--- config.mk ---
export PLATFORM = sky130hd
export DESIGN_NAME = rca_result_accumulator
export DESIGN_NICKNAME = d
export VERILOG_FILES = /design/src/rtl/rca_result_accumulator_pkg.sv /design/src/rtl/full_adder.sv /design/src/rtl/rca_result_accumulator_adder.sv /design/src/rtl/rca_result_accumulator.sv
export SDC_FILE = /design/constraint.sdc
export NUM_CORES = 1
export LEC_CHECK = 0
export BUFFER_PORTS_ARGS = -buffer_cell sky130_fd_sc_hd__buf_2
export CORE_ASPECT_RATIO = 1.2
export CORE_MARGIN = 2
export CORE_UTILIZATION = 57
export CTS_BUF_LIST = sky130_fd_sc_hd__clkbuf_4 sky130_fd_sc_hd__clkbuf_8
export DETAILED_ROUTE_END_ITERATION = 10
export PLACE_DENSITY = 0.82
export SLEW_MARGIN = 30
export SYNTH_ARGS = -nofsm -noshare
export SYNTH_HDL_FRONTEND = slang
export SYNTH_HIERARCHICAL = 1
export SYNTH_SLANG_ARGS = --single-unit
--- constraint.sdc ---
create_clock -name i_clk -period 28.3 [get_ports i_clk]
set_clock_uncertainty 0.1 [all_clocks]
set_input_delay 5.66 -clock i_clk [delete_from_list [all_inputs] [get_ports i_clk]]
set_output_delay 5.66 -clock i_clk [all_outputs]
set_load 0.005 [all_outputs]
--- src/rtl/rca_result_accumulator_pkg.sv ---
// Shared definitions for the result accumulator that sits behind the
// ripple-carry adder array.
//   - FSM state encoding (ACCUM collects beats, HOLD presents the total)
//   - default build widths and the derived beat-count limit
package rca_acc_defs;

  localparam logic ST_ACCUM = 1'b0;
  localparam logic ST_HOLD  = 1'b1;

  localparam int unsigned DEF_IN_WIDTH  = 48;
  localparam int unsigned DEF_ACC_WIDTH = 56;
  localparam int unsigned DEF_CNT_WIDTH = 8;

  // A burst holds at most this many beats before it is force-closed.
  localparam int unsigned CNT_MAX = (2 ** DEF_CNT_WIDTH) - 1;

  typedef enum logic {
    StAccum = ST_ACCUM,
    StHold  = ST_HOLD
  } acc_state_e;

endpackage

--- src/rtl/full_adder.sv ---
// Single-bit full adder cell.
//   a, b, cin : addend bits and carry-in
//   sum, cout : sum bit and carry-out
module full_adder (
  input  logic a,
  input  logic b,
  input  logic cin,
  output logic sum,
  output logic cout
);

  assign sum  = a ^ b ^ cin;
  assign cout = (a & b) | (cin & (a ^ b));

endmodule

--- src/rtl/rca_result_accumulator_adder.sv ---
// Parameterised ripple-carry adder for the accumulate path, chained from
// full_adder cells with carry-in tied low.
//   a, b  : ACC_WIDTH-bit operands
//   sum   : ACC_WIDTH-bit result (modulo 2^ACC_WIDTH)
//   carry : carry-out of the top bit, feeds the overflow flag
module acc_ripple_adder #(
  parameter int unsigned ACC_WIDTH = 56
) (
  input  logic [ACC_WIDTH-1:0] a,
  input  logic [ACC_WIDTH-1:0] b,
  output logic [ACC_WIDTH-1:0] sum,
  output logic                 carry
);

  logic [ACC_WIDTH:0] c;

  assign c[0] = 1'b0;

  for (genvar i = 0; i < ACC_WIDTH; i++) begin : g_bit
    full_adder u_fa (
      .a    (a[i]),
      .b    (b[i]),
      .cin  (c[i]),
      .sum  (sum[i]),
      .cout (c[i+1])
    );
  end

  assign carry = c[ACC_WIDTH];

endmodule

--- src/rtl/rca_result_accumulator.sv ---
// Streaming burst accumulator for adder results.
//   i_clk, i_rst_n       : clock, asynchronous active-low reset
//   i_valid/o_ready      : input beat handshake (i_data, i_last)
//   o_valid/i_ready      : burst-total handshake, held until accepted
//   o_sum                : burst total modulo 2^ACC_WIDTH
//   o_count              : beats in the burst
//   o_overflow           : accumulator carried out at least once in the burst
//   o_forced             : burst closed by the beat limit rather than i_last
module rca_result_accumulator
  import rca_acc_defs::*;
#(
  parameter int unsigned IN_WIDTH  = DEF_IN_WIDTH,
  parameter int unsigned ACC_WIDTH = DEF_ACC_WIDTH,
  parameter int unsigned CNT_WIDTH = DEF_CNT_WIDTH
) (
  input  logic                 i_clk,
  input  logic                 i_rst_n,
  input  logic                 i_valid,
  output logic                 o_ready,
  input  logic [IN_WIDTH-1:0]  i_data,
  input  logic                 i_last,
  output logic                 o_valid,
  input  logic                 i_ready,
  output logic [ACC_WIDTH-1:0] o_sum,
  output logic [CNT_WIDTH-1:0] o_count,
  output logic                 o_overflow,
  output logic                 o_forced
);

  // All-ones equals 2^CNT_WIDTH-1, the beat limit for this build.
  localparam logic [CNT_WIDTH-1:0] CntLimit = '1;

  acc_state_e state_q, state_d;

  logic [ACC_WIDTH-1:0] acc_q, acc_d;
  logic [CNT_WIDTH-1:0] cnt_q, cnt_d;
  logic                 ovf_q, ovf_d;

  logic [ACC_WIDTH-1:0] sum_q, sum_d;
  logic [CNT_WIDTH-1:0] count_q, count_d;
  logic                 overflow_q, overflow_d;
  logic                 forced_q, forced_d;

  logic [ACC_WIDTH-1:0] data_ext;
  logic [ACC_WIDTH-1:0] add_sum;
  logic                 add_carry;
  logic [CNT_WIDTH-1:0] cnt_inc;
  logic                 at_limit;

  assign data_ext = ACC_WIDTH'(i_data);
  assign cnt_inc  = cnt_q + 1'b1;
  assign at_limit = (cnt_inc == CntLimit);

  acc_ripple_adder #(
    .ACC_WIDTH (ACC_WIDTH)
  ) u_adder (
    .a     (acc_q),
    .b     (data_ext),
    .sum   (add_sum),
    .carry (add_carry)
  );

  always_comb begin
    state_d    = state_q;
    acc_d      = acc_q;
    cnt_d      = cnt_q;
    ovf_d      = ovf_q;
    sum_d      = sum_q;
    count_d    = count_q;
    overflow_d = overflow_q;
    forced_d   = forced_q;

    unique case (state_q)
      StAccum: begin
        if (i_valid) begin
          acc_d = add_sum;
          ovf_d = ovf_q | add_carry;
          cnt_d = cnt_inc;
          if (i_last || at_limit) begin
            // Snapshot the total including the closing beat.
            state_d    = StHold;
            sum_d      = add_sum;
            count_d    = cnt_inc;
            overflow_d = ovf_q | add_carry;
            forced_d   = at_limit & ~i_last;
          end
        end
      end
      StHold: begin
        if (i_ready) begin
          state_d    = StAccum;
          acc_d      = '0;
          cnt_d      = '0;
          ovf_d      = 1'b0;
          sum_d      = '0;
          count_d    = '0;
          overflow_d = 1'b0;
          forced_d   = 1'b0;
        end
      end
      default: state_d = StAccum;
    endcase
  end

  always_ff @(posedge i_clk or negedge i_rst_n) begin
    if (!i_rst_n) begin
      state_q    <= StAccum;
      acc_q      <= '0;
      cnt_q      <= '0;
      ovf_q      <= 1'b0;
      sum_q      <= '0;
      count_q    <= '0;
      overflow_q <= 1'b0;
      forced_q   <= 1'b0;
    end else begin
      state_q    <= state_d;
      acc_q      <= acc_d;
      cnt_q      <= cnt_d;
      ovf_q      <= ovf_d;
      sum_q      <= sum_d;
      count_q    <= count_d;
      overflow_q <= overflow_d;
      forced_q   <= forced_d;
    end
  end

  assign o_ready    = (state_q == StAccum);
  assign o_valid    = (state_q == StHold);
  assign o_sum      = sum_q;
  assign o_count    = count_q;
  assign o_overflow = overflow_q;
  assign o_forced   = forced_q;

endmodule

# [After elaboration in Yosys (flattened, before gate mapping)]
# Cells that the tools add are included.
[totals] elab_cells=298 input_bits=53 output_inout_bits=68 reg_bits=132
[classes] bitwise_logic=257 n_addsub=1 eq_ne=4 muxes=25 reduce_logical=3
[ops] cell="$mux W56" n=4
[ops] cell="$pmux W56 S2" n=2
[ops] cell="$and A1 B1 Y1" n=104
[ops] cell="$xor A1 B1 Y1" n=103
[ops] cell="$or A1 B1 Y1" n=48
[ops] cell="$mux W8" n=4
[ops] cell="$pmux W8 S2" n=2
[ops] cell="$mux W1" n=9
[ops] cell="$add A8 B1 Y8 const B" n=1
[ops] cell="$eq A8 B8 Y1 const B" n=1
[ops] cell="$pmux W1 S2" n=4
[ops] cell="$ne A2 B2 Y1 const B" n=2
[ops] cell="$reduce_and A3 Y1" n=1
[ops] cell="$ne A2 B1 Y1 const B" n=1
[ops] cell="$not A1 Y1" n=2
[ops] cell="$reduce_and A2 Y1" n=1
[ops] cell="$logic_or A1 B1 Y1" n=1

# [Logic depth before layout (Yosys ltp)]
[depth] word_depth=107 mapped_depth=58 depth_no_buf=58

# [By module]
# The synthesis kept the hierarchy.
[modules_own_cells] module="rca_result_accumulator" seq_area_each_um2=3303.2 area_each_um2=5084.9 cells_per_inst=353 instances=1
[modules_own_cells] module="full_adder" seq_area_each_um2=0.0 area_each_um2=20.0 cells_per_inst=1 instances=56
[modules_own_cells] module="acc_ripple_adder" seq_area_each_um2=0.0 area_each_um2=3.8 cells_per_inst=1 instances=1

# [Least setup slack after synthesis]
# OpenSTA, ideal clock, no wires.
[synth_timing] path_kind="input port to flip-flop" from="input port i_data[0]" to="register sum_q[55] (netlist: o_sum[55])" path_buffers=0 t_arrival_ns=27.221 path_slack_ns=0.858 path_stages=57 setup_ns=0.122 required_time_ns=28.078 path_cell_list="fa_1 fa_1 fa_1 fa_1 fa_1 fa_1 fa_1 fa_1 fa_1 fa_1 fa_1 fa_1 fa_1 fa_1 fa_1 fa_1 fa_1 fa_1 [21 not listed] fa_1 fa_1 fa_1 fa_1 fa_1 fa_1 fa_1 fa_1 fa_1 fa_1 fa_1 fa_1 fa_1 fa_1 fa_1 fa_1 fa_1 a32o_1"
[synth_between] elab_chain_len=106
[synth_rtl] element="from (decl)" line_no="rca_result_accumulator.sv:20" text="input logic [IN_WIDTH-1:0] i_data,"
[synth_rtl] element="$and A1 B1 Y1 (2 in a row)" line_no="full_adder.sv:13" text="assign cout = (a & b) | (cin & (a ^ b));"
[synth_rtl] element="$or A1 B1 Y1" line_no="full_adder.sv:13"
[synth_rtl] element="net u_adder.c[2]" line_no="rca_result_accumulator_adder.sv:15" text="logic [ACC_WIDTH:0] c;"
[synth_rtl] element="$and A1 B1 Y1" line_no="full_adder.sv:13"
[synth_rtl] element="$or A1 B1 Y1" line_no="full_adder.sv:13"
[synth_rtl] element="net u_adder.c[3]" line_no="rca_result_accumulator_adder.sv:15"
[synth_rtl] element="$and A1 B1 Y1" line_no="full_adder.sv:13"
[synth_rtl] element="$or A1 B1 Y1" line_no="full_adder.sv:13"
[synth_rtl] element="net u_adder.c[4]" line_no="rca_result_accumulator_adder.sv:15"
[synth_rtl] element="[2 not listed]"
[synth_rtl] element="net u_adder.c[5]" line_no="rca_result_accumulator_adder.sv:15"
[synth_rtl] element="[2 not listed]"
[synth_rtl] element="net u_adder.c[6]" line_no="rca_result_accumulator_adder.sv:15"
[synth_rtl] element="[2 not listed]"
[synth_rtl] element="net u_adder.c[7]" line_no="rca_result_accumulator_adder.sv:15"
[synth_rtl] element="[2 not listed]"
[synth_rtl] element="net u_adder.c[8]" line_no="rca_result_accumulator_adder.sv:15"
[synth_rtl] element="[2 not listed]"
[synth_rtl] element="net u_adder.c[9]" line_no="rca_result_accumulator_adder.sv:15"
[synth_rtl] element="[2 not listed]"
[synth_rtl] element="net u_adder.c[10]" line_no="rca_result_accumulator_adder.sv:15"
[synth_rtl] element="[2 not listed]"
[synth_rtl] element="net u_adder.c[11]" line_no="rca_result_accumulator_adder.sv:15"
[synth_rtl] element="[2 not listed]"
[synth_rtl] element="net u_adder.c[12]" line_no="rca_result_accumulator_adder.sv:15"
[synth_rtl] element="[2 not listed]"
[synth_rtl] element="net u_adder.c[13]" line_no="rca_result_accumulator_adder.sv:15"
[synth_rtl] element="[2 not listed]"
[synth_rtl] element="net u_adder.c[14]" line_no="rca_result_accumulator_adder.sv:15"
[synth_rtl] element="[2 not listed]"
[synth_rtl] element="net u_adder.c[15]" line_no="rca_result_accumulator_adder.sv:15"
[synth_rtl] element="[2 not listed]"
[synth_rtl] element="net u_adder.c[16]" line_no="rca_result_accumulator_adder.sv:15"
[synth_rtl] element="[2 not listed]"
[synth_rtl] element="net u_adder.c[17]" line_no="rca_result_accumulator_adder.sv:15"
[synth_rtl] element="[2 not listed]"
[synth_rtl] element="net u_adder.c[18]" line_no="rca_result_accumulator_adder.sv:15"
[synth_rtl] element="[2 not listed]"
[synth_rtl] element="net u_adder.c[19]" line_no="rca_result_accumulator_adder.sv:15"
[synth_rtl] element="[2 not listed]"
[synth_rtl] element="net u_adder.c[20]" line_no="rca_result_accumulator_adder.sv:15"
[synth_rtl] element="[2 not listed]"
[synth_rtl] element="net u_adder.c[21]" line_no="rca_result_accumulator_adder.sv:15"
[synth_rtl] element="[2 not listed]"
[synth_rtl] element="net u_adder.c[22]" line_no="rca_result_accumulator_adder.sv:15"
[synth_rtl] element="[2 not listed]"
[synth_rtl] element="net u_adder.c[23]" line_no="rca_result_accumulator_adder.sv:15"
[synth_rtl] element="[2 not listed]"
[synth_rtl] element="net u_adder.c[24]" line_no="rca_result_accumulator_adder.sv:15"
[synth_rtl] element="[2 not listed]"
[synth_rtl] element="net u_adder.c[25]" line_no="rca_result_accumulator_adder.sv:15"
[synth_rtl] element="[2 not listed]"
[synth_rtl] element="net u_adder.c[26]" line_no="rca_result_accumulator_adder.sv:15"
[synth_rtl] element="[2 not listed]"
[synth_rtl] element="net u_adder.c[27]" line_no="rca_result_accumulator_adder.sv:15"
[synth_rtl] element="[2 not listed]"
[synth_rtl] element="net u_adder.c[28]" line_no="rca_result_accumulator_adder.sv:15"
[synth_rtl] element="[2 not listed]"
[synth_rtl] element="net u_adder.c[29]" line_no="rca_result_accumulator_adder.sv:15"
[synth_rtl] element="[2 not listed]"
[synth_rtl] element="net u_adder.c[30]" line_no="rca_result_accumulator_adder.sv:15"
[synth_rtl] element="[2 not listed]"
[synth_rtl] element="net u_adder.c[31]" line_no="rca_result_accumulator_adder.sv:15"
[synth_rtl] element="[2 not listed]"
[synth_rtl] element="net u_adder.c[32]" line_no="rca_result_accumulator_adder.sv:15"
[synth_rtl] element="[2 not listed]"
[synth_rtl] element="net u_adder.c[33]" line_no="rca_result_accumulator_adder.sv:15"
[synth_rtl] element="[2 not listed]"
[synth_rtl] element="net u_adder.c[34]" line_no="rca_result_accumulator_adder.sv:15"
[synth_rtl] element="[2 not listed]"
[synth_rtl] element="net u_adder.c[35]" line_no="rca_result_accumulator_adder.sv:15"
[synth_rtl] element="[2 not listed]"
[synth_rtl] element="net u_adder.c[36]" line_no="rca_result_accumulator_adder.sv:15"
[synth_rtl] element="[2 not listed]"
[synth_rtl] element="net u_adder.c[37]" line_no="rca_result_accumulator_adder.sv:15"
[synth_rtl] element="[2 not listed]"
[synth_rtl] element="net u_adder.c[38]" line_no="rca_result_accumulator_adder.sv:15"
[synth_rtl] element="[2 not listed]"
[synth_rtl] element="net u_adder.c[39]" line_no="rca_result_accumulator_adder.sv:15"
[synth_rtl] element="[2 not listed]"
[synth_rtl] element="net u_adder.c[40]" line_no="rca_result_accumulator_adder.sv:15"
[synth_rtl] element="[2 not listed]"
[synth_rtl] element="net u_adder.c[41]" line_no="rca_result_accumulator_adder.sv:15"
[synth_rtl] element="[2 not listed]"
[synth_rtl] element="net u_adder.c[42]" line_no="rca_result_accumulator_adder.sv:15"
[synth_rtl] element="[2 not listed]"
[synth_rtl] element="net u_adder.c[43]" line_no="rca_result_accumulator_adder.sv:15"
[synth_rtl] element="[2 not listed]"
[synth_rtl] element="net u_adder.c[44]" line_no="rca_result_accumulator_adder.sv:15"
[synth_rtl] element="[2 not listed]"
[synth_rtl] element="net u_adder.c[45]" line_no="rca_result_accumulator_adder.sv:15"
[synth_rtl] element="[2 not listed]"
[synth_rtl] element="net u_adder.c[46]" line_no="rca_result_accumulator_adder.sv:15"
[synth_rtl] element="[2 not listed]"
[synth_rtl] element="net u_adder.c[47]" line_no="rca_result_accumulator_adder.sv:15"
[synth_rtl] element="[2 not listed]"
[synth_rtl] element="net u_adder.c[48]" line_no="rca_result_accumulator_adder.sv:15"
[synth_rtl] element="[1 not listed]"
[synth_rtl] element="net u_adder.c[49]" line_no="rca_result_accumulator_adder.sv:15"
[synth_rtl] element="[1 not listed]"
[synth_rtl] element="net u_adder.c[50]" line_no="rca_result_accumulator_adder.sv:15"
[synth_rtl] element="[1 not listed]"
[synth_rtl] element="net u_adder.c[51]" line_no="rca_result_accumulator_adder.sv:15"
[synth_rtl] element="[1 not listed]"
[synth_rtl] element="net u_adder.c[52]" line_no="rca_result_accumulator_adder.sv:15"
[synth_rtl] element="[1 not listed]"
[synth_rtl] element="net u_adder.c[53]" line_no="rca_result_accumulator_adder.sv:15"
[synth_rtl] element="[1 not listed]"
[synth_rtl] element="net u_adder.c[54]" line_no="rca_result_accumulator_adder.sv:15"
[synth_rtl] element="$and A1 B1 Y1" line_no="full_adder.sv:13"
[synth_rtl] element="net u_adder.c[55]" line_no="rca_result_accumulator_adder.sv:15"
[synth_rtl] element="$xor A1 B1 Y1" line_no="full_adder.sv:12" text="assign sum = a ^ b ^ cin;"
[synth_rtl] element="net add_sum[55]" line_no="rca_result_accumulator.sv:45" text="logic [ACC_WIDTH-1:0] add_sum;"
[synth_rtl] element="$mux W56" line_no="rca_result_accumulator.sv:79" text="if (i_last || at_limit) begin"
[synth_rtl] element="$mux W56" line_no="rca_result_accumulator.sv:75" text="if (i_valid) begin"
[synth_rtl] element="$pmux W56 S2" line_no="rca_result_accumulator.sv:73" text="unique case (state_q)"
[synth_rtl] element="to (signal assigned)" line_no="rca_result_accumulator.sv:120" text="sum_q <= sum_d;"
[synth_rtl] element="to (decl)" line_no="rca_result_accumulator.sv:39" text="logic [ACC_WIDTH-1:0] sum_q, sum_d;"
# The timed path passes the listed nets, and every way through them passes these cells. The select of a mux whose other input is x is not followed.
# A chain may end at the register's enable or synchronous reset.

# [Final worst setup path]
[layout_timing] from="input port i_data[0]" to="register sum_q[55] (netlist: o_sum[55])"
[layout_between] elab_chain_len=106
[layout_rtl] element="$and A1 B1 Y1" line_no="full_adder.sv:13"
[layout_rtl] element="net u_adder.c[1]" line_no="rca_result_accumulator_adder.sv:15"
[layout_rtl] element="$and A1 B1 Y1" line_no="full_adder.sv:13"
[layout_rtl] element="$or A1 B1 Y1" line_no="full_adder.sv:13"
[layout_rtl] element="net u_adder.c[2]" line_no="rca_result_accumulator_adder.sv:15"
[layout_rtl] element="$and A1 B1 Y1" line_no="full_adder.sv:13"
[layout_rtl] element="$or A1 B1 Y1" line_no="full_adder.sv:13"
[layout_rtl] element="net u_adder.c[3]" line_no="rca_result_accumulator_adder.sv:15"
[layout_rtl] element="[2 not listed]"
[layout_rtl] element="net u_adder.c[4]" line_no="rca_result_accumulator_adder.sv:15"
[layout_rtl] element="[2 not listed]"
[layout_rtl] element="net u_adder.c[5]" line_no="rca_result_accumulator_adder.sv:15"
[layout_rtl] element="[2 not listed]"
[layout_rtl] element="net u_adder.c[6]" line_no="rca_result_accumulator_adder.sv:15"
[layout_rtl] element="[2 not listed]"
[layout_rtl] element="net u_adder.c[7]" line_no="rca_result_accumulator_adder.sv:15"
[layout_rtl] element="[2 not listed]"
[layout_rtl] element="net u_adder.c[8]" line_no="rca_result_accumulator_adder.sv:15"
[layout_rtl] element="[2 not listed]"
[layout_rtl] element="net u_adder.c[9]" line_no="rca_result_accumulator_adder.sv:15"
[layout_rtl] element="[2 not listed]"
[layout_rtl] element="net u_adder.c[10]" line_no="rca_result_accumulator_adder.sv:15"
[layout_rtl] element="[2 not listed]"
[layout_rtl] element="net u_adder.c[11]" line_no="rca_result_accumulator_adder.sv:15"
[layout_rtl] element="[2 not listed]"
[layout_rtl] element="net u_adder.c[12]" line_no="rca_result_accumulator_adder.sv:15"
[layout_rtl] element="[2 not listed]"
[layout_rtl] element="net u_adder.c[13]" line_no="rca_result_accumulator_adder.sv:15"
[layout_rtl] element="[2 not listed]"
[layout_rtl] element="net u_adder.c[14]" line_no="rca_result_accumulator_adder.sv:15"
[layout_rtl] element="[2 not listed]"
[layout_rtl] element="net u_adder.c[15]" line_no="rca_result_accumulator_adder.sv:15"
[layout_rtl] element="[2 not listed]"
[layout_rtl] element="net u_adder.c[16]" line_no="rca_result_accumulator_adder.sv:15"
[layout_rtl] element="[2 not listed]"
[layout_rtl] element="net u_adder.c[17]" line_no="rca_result_accumulator_adder.sv:15"
[layout_rtl] element="[2 not listed]"
[layout_rtl] element="net u_adder.c[18]" line_no="rca_result_accumulator_adder.sv:15"
[layout_rtl] element="[2 not listed]"
[layout_rtl] element="net u_adder.c[19]" line_no="rca_result_accumulator_adder.sv:15"
[layout_rtl] element="[2 not listed]"
[layout_rtl] element="net u_adder.c[20]" line_no="rca_result_accumulator_adder.sv:15"
[layout_rtl] element="[2 not listed]"
[layout_rtl] element="net u_adder.c[21]" line_no="rca_result_accumulator_adder.sv:15"
[layout_rtl] element="[2 not listed]"
[layout_rtl] element="net u_adder.c[22]" line_no="rca_result_accumulator_adder.sv:15"
[layout_rtl] element="[2 not listed]"
[layout_rtl] element="net u_adder.c[23]" line_no="rca_result_accumulator_adder.sv:15"
[layout_rtl] element="[2 not listed]"
[layout_rtl] element="net u_adder.c[24]" line_no="rca_result_accumulator_adder.sv:15"
[layout_rtl] element="[2 not listed]"
[layout_rtl] element="net u_adder.c[25]" line_no="rca_result_accumulator_adder.sv:15"
[layout_rtl] element="[2 not listed]"
[layout_rtl] element="net u_adder.c[26]" line_no="rca_result_accumulator_adder.sv:15"
[layout_rtl] element="[2 not listed]"
[layout_rtl] element="net u_adder.c[27]" line_no="rca_result_accumulator_adder.sv:15"
[layout_rtl] element="[2 not listed]"
[layout_rtl] element="net u_adder.c[28]" line_no="rca_result_accumulator_adder.sv:15"
[layout_rtl] element="[2 not listed]"
[layout_rtl] element="net u_adder.c[29]" line_no="rca_result_accumulator_adder.sv:15"
[layout_rtl] element="[2 not listed]"
[layout_rtl] element="net u_adder.c[30]" line_no="rca_result_accumulator_adder.sv:15"
[layout_rtl] element="[2 not listed]"
[layout_rtl] element="net u_adder.c[31]" line_no="rca_result_accumulator_adder.sv:15"
[layout_rtl] element="[2 not listed]"
[layout_rtl] element="net u_adder.c[32]" line_no="rca_result_accumulator_adder.sv:15"
[layout_rtl] element="[2 not listed]"
[layout_rtl] element="net u_adder.c[33]" line_no="rca_result_accumulator_adder.sv:15"
[layout_rtl] element="[2 not listed]"
[layout_rtl] element="net u_adder.c[34]" line_no="rca_result_accumulator_adder.sv:15"
[layout_rtl] element="[2 not listed]"
[layout_rtl] element="net u_adder.c[35]" line_no="rca_result_accumulator_adder.sv:15"
[layout_rtl] element="[2 not listed]"
[layout_rtl] element="net u_adder.c[36]" line_no="rca_result_accumulator_adder.sv:15"
[layout_rtl] element="[2 not listed]"
[layout_rtl] element="net u_adder.c[37]" line_no="rca_result_accumulator_adder.sv:15"
[layout_rtl] element="[2 not listed]"
[layout_rtl] element="net u_adder.c[38]" line_no="rca_result_accumulator_adder.sv:15"
[layout_rtl] element="[2 not listed]"
[layout_rtl] element="net u_adder.c[39]" line_no="rca_result_accumulator_adder.sv:15"
[layout_rtl] element="[2 not listed]"
[layout_rtl] element="net u_adder.c[40]" line_no="rca_result_accumulator_adder.sv:15"
[layout_rtl] element="[2 not listed]"
[layout_rtl] element="net u_adder.c[41]" line_no="rca_result_accumulator_adder.sv:15"
[layout_rtl] element="[2 not listed]"
[layout_rtl] element="net u_adder.c[42]" line_no="rca_result_accumulator_adder.sv:15"
[layout_rtl] element="[2 not listed]"
[layout_rtl] element="net u_adder.c[43]" line_no="rca_result_accumulator_adder.sv:15"
[layout_rtl] element="[2 not listed]"
[layout_rtl] element="net u_adder.c[44]" line_no="rca_result_accumulator_adder.sv:15"
[layout_rtl] element="[2 not listed]"
[layout_rtl] element="net u_adder.c[45]" line_no="rca_result_accumulator_adder.sv:15"
[layout_rtl] element="[2 not listed]"
[layout_rtl] element="net u_adder.c[46]" line_no="rca_result_accumulator_adder.sv:15"
[layout_rtl] element="[2 not listed]"
[layout_rtl] element="net u_adder.c[47]" line_no="rca_result_accumulator_adder.sv:15"
[layout_rtl] element="[2 not listed]"
[layout_rtl] element="net u_adder.c[48]" line_no="rca_result_accumulator_adder.sv:15"
[layout_rtl] element="[1 not listed]"
[layout_rtl] element="net u_adder.c[49]" line_no="rca_result_accumulator_adder.sv:15"
[layout_rtl] element="[1 not listed]"
[layout_rtl] element="net u_adder.c[50]" line_no="rca_result_accumulator_adder.sv:15"
[layout_rtl] element="[1 not listed]"
[layout_rtl] element="net u_adder.c[51]" line_no="rca_result_accumulator_adder.sv:15"
[layout_rtl] element="[1 not listed]"
[layout_rtl] element="net u_adder.c[52]" line_no="rca_result_accumulator_adder.sv:15"
[layout_rtl] element="[1 not listed]"
[layout_rtl] element="net u_adder.c[53]" line_no="rca_result_accumulator_adder.sv:15"
[layout_rtl] element="[1 not listed]"
[layout_rtl] element="net u_adder.c[54]" line_no="rca_result_accumulator_adder.sv:15"
[layout_rtl] element="$and A1 B1 Y1" line_no="full_adder.sv:13"
[layout_rtl] element="net u_adder.c[55]" line_no="rca_result_accumulator_adder.sv:15"
[layout_rtl] element="$xor A1 B1 Y1" line_no="full_adder.sv:12"
[layout_rtl] element="net add_sum[55]" line_no="rca_result_accumulator.sv:45"
[layout_rtl] element="$mux W56" line_no="rca_result_accumulator.sv:79"
[layout_rtl] element="$mux W56" line_no="rca_result_accumulator.sv:75"
[layout_rtl] element="$pmux W56 S2" line_no="rca_result_accumulator.sv:73"
# The timed path passes the listed nets, and every way through them passes these cells. The select of a mux whose other input is x is not followed.

==> qor.csv <==
metric;value;unit
stdcell_area;7240;um2
antenna_cells;0;
hold_end;o_count[5]$_DFFE_PN0P_;
start_util;0.588;
crit_top_cell;fa_1;
cp-start-kind;primary input;
hp-class;reg2reg;
ys.flop_type;dfrtp_1;
fill_cells;734;
critPathCaptureType;flip-flop;
first_iter_violations;278;
p_per_area;106;nW/um2
syn2layout_area_growth;16.7;%
remaining_drc_errors;0;
ys_types;35;
htree_levels;4;
numCtsBuffers;17;
cp.arrival;27.95;ns
max_freq;0.0361;GHz
cts_tree;done;
period_share;0.980;
io_buffer_count;120;
firstDrtPassIters;5;
worstMarginPinSlew;0.802;ns
path_max_fanout;2;
rows;41;
postCtsSetupRepairBufs;0;
die_h;118;um
ant_nets;0;
worst_ep_required_time;28.52;ns
status;finished, final reports clean;
final.setup.tns;0;ns
regToRegSetupSlack;5.47;ns
grt_usage;0.238;
rsz0062_at_grt;no;
top_layer;met4;
syn_area;6210;um2
ys_seq_area_frac;0.532;
synth_area_leaders;dfrtp_1 53%, fa_1 18%, a32o_1 9.8%;
regArea;3300;um2
yosysTopAreaCell;dfrtp_1;
drv_slew;0;
wl_per_cell;19.4;um
vdd_drop_max;0.0587;mV
crit_path_max_incr_delay;0.51;ns
die_w;99.3;um
multi_input_area;2720;um2
setup_ws;0.561;ns
hold_violations;0;
syn_inst;410;
synth.avg_cell_area;15.1;um2
postCtsHoldBufs;0;
grt_first_pass_wirelength;21900;um
clk_latency;0.43;ns
dp_hpwl;8570;um
cp_top_family;adder cells;
dieArea;11700;um2
critPathBufInv;1;
place_ws;-0.137;ns
finalCriticalPeriod;27.74;ns
io-pin-count;121;
dpl_cell_area;6810;um2
core;10600;um2
antenna_found_initial;0;
clockBufferDepth;2;
synth_most_common_cell;dfrtp_1;
synth_top_area_frac;0.532;
overflow;0;
setup_viol;0;
ys_async_sr_fraction;1.00;
final_util;0.686;
numClockSinks;132;
cellLeakagePower;3.47;nW
slowest_stage;fa_1;
whs_path_depth;1;
r2r-start;acc_q[0]$_DFFE_PN0P_;
dr_wl_met2;6480;um
root_buffer;clkbuf_8;
drive_gt1_frac;0.327;
synth-edff-count;0;
wl;13000;um
cap_violations;0;
reg2reg_to;o_sum[55]$_DFFE_PN0P_;
ys_warn_count;6;
critical_path_class;in2reg;
dr_total_vias;4080;
met3_length;918;um
vias_per_cell;6.12;
grt_pass1_vias;4381;
cts.clk_slew.worst_paths;0.07;ns
synth_seq_cells;132;
place.gp.congestion;0.774;
synth_common_cells;132 x dfrtp_1, 61 x a32o_1, 60 x a22o_1;
hp-start;o_count[5]$_DFFE_PN0P_;
nNetsFinal;636;
grt_max_degree;84;
slew_headroom;0.466;
r2r_cells;57;
met1_length;5310;um
how the worst max path moves through the flow:
stage              start                     to  slack [ns]  depth (start not counted)
3_5_place_dp   i_data[0]  o_sum[55]$_DFFE_PN0P_       -0.14                         58
5_1_grt        i_data[0]  acc_q[55]$_DFFE_PN0P_        0.02                         58
3_3_place_gp   i_data[0]  o_sum[55]$_DFFE_PN0P_        0.23                         58
4_1_cts        i_data[0]  o_sum[55]$_DFFE_PN0P_        0.22                         58
6_report       i_data[0]  o_sum[55]$_DFFE_PN0P_        0.56                         58
2_1_floorplan  i_data[0]  o_sum[55]$_DFFE_PN0P_        0.86                         57
worst reg2reg max path: cells and delay by family, from the launching register on:
family                     cells  cell delay (ns)
adders and majority gates     56            22.00
DFF                            1             0.40
AOI/OAI and AO/OA              1             0.23
kinds of logic after synthesis:
family          Yosys count  share of synthesized area
other cells               2                    0.00121
mux                       1                    0.00161
fa+ha+maj                58                      0.185
xor+xnor                  5                    0.00826
compound gates          145                      0.206
flops                   132                      0.532
buf+inv                  41                     0.0447
simple gates             26                     0.0214
what timing repair did:
| item | in CTS | in global routing |
|---|---|---|
| gates resized for setup | 0 | 11 |
| setup endpoints to repair | 0 | 6 |
| hold endpoints to repair | 0 | 0 |
per-stage QoR:
step / cells / hold WS [ns] / power [mW]
after floorplan: 417 / 0.379 / 0.502
after global placement: 634 / 0.368 / 0.586
after detailed placement: 634 / 0.376 / 0.610
after CTS: 666 / 0.391 / 0.765
after global routing: 667 / 0.399 / 0.825
final: 667 / 0.386 / 0.764
report_power, final:
group	total [mW]	internal, mW	switching (mW)	leakage (nW)
clock network	0.152	0.0854	0.0664	0.209
logic	0.291	0.159	0.132	1.56
registers	0.322	0.265	0.0568	1.70
routing by layer:
metal / track usage / up-vias
met5: 0 / -
met4: 0.0882 / 0
met3: 0.0692 / 22
met2: 0.366 / 158
met1: 0.326 / 2122
li1: - / 1778
placed cells by master (no fill, tap or decap), drive strengths merged:
| cell type | instances |
|---|---|
| nand2b | 1 |
| buf | 125 |
| nor4 | 1 |
| bufinv | 1 |
| o22ai | 4 |
| o2bb2ai | 2 |
| o21ai | 7 |
| mux2i | 1 |
| nand2 | 10 |
| a22o | 60 |
| clkbuf | 28 |
| inv | 5 |
| nor2 | 4 |
| xor2 | 1 |
| nor3 | 3 |
| and3 | 1 |
| a21oi | 6 |
| fa | 56 |
| clkinv | 3 |
| o31ai | 2 |
| conb | 9 |
| nor2b | 1 |
| dfrtp | 132 |
| ha | 2 |
| a32o | 61 |
| o21a | 1 |
| nand3 | 4 |
| xnor2 | 4 |
| nand3b | 1 |
| a21o | 2 |
sequential cells by signal, indices dropped and copies added (netlist names):
| signal | flops |
|---|---|
| acc_q | 56 |
| o_sum | 56 |
| cnt_q | 8 |
| o_count | 8 |
| o_forced | 1 |
| o_overflow | 1 |
| o_valid | 1 |
| ovf_q | 1 |
area by class of cell:
type / instances / area share
multi-input cells: 244 / 0.376
well taps: 129 / 0.0223
inverters: 5 / 0.00259
clock inverters: 4 / 0.00622
clock buffers: 28 / 0.0472
repair buffers: 125 / 0.0900
flip-flops and latches: 132 / 0.456
No activity file was read; power rests on OpenSTA's default activity.
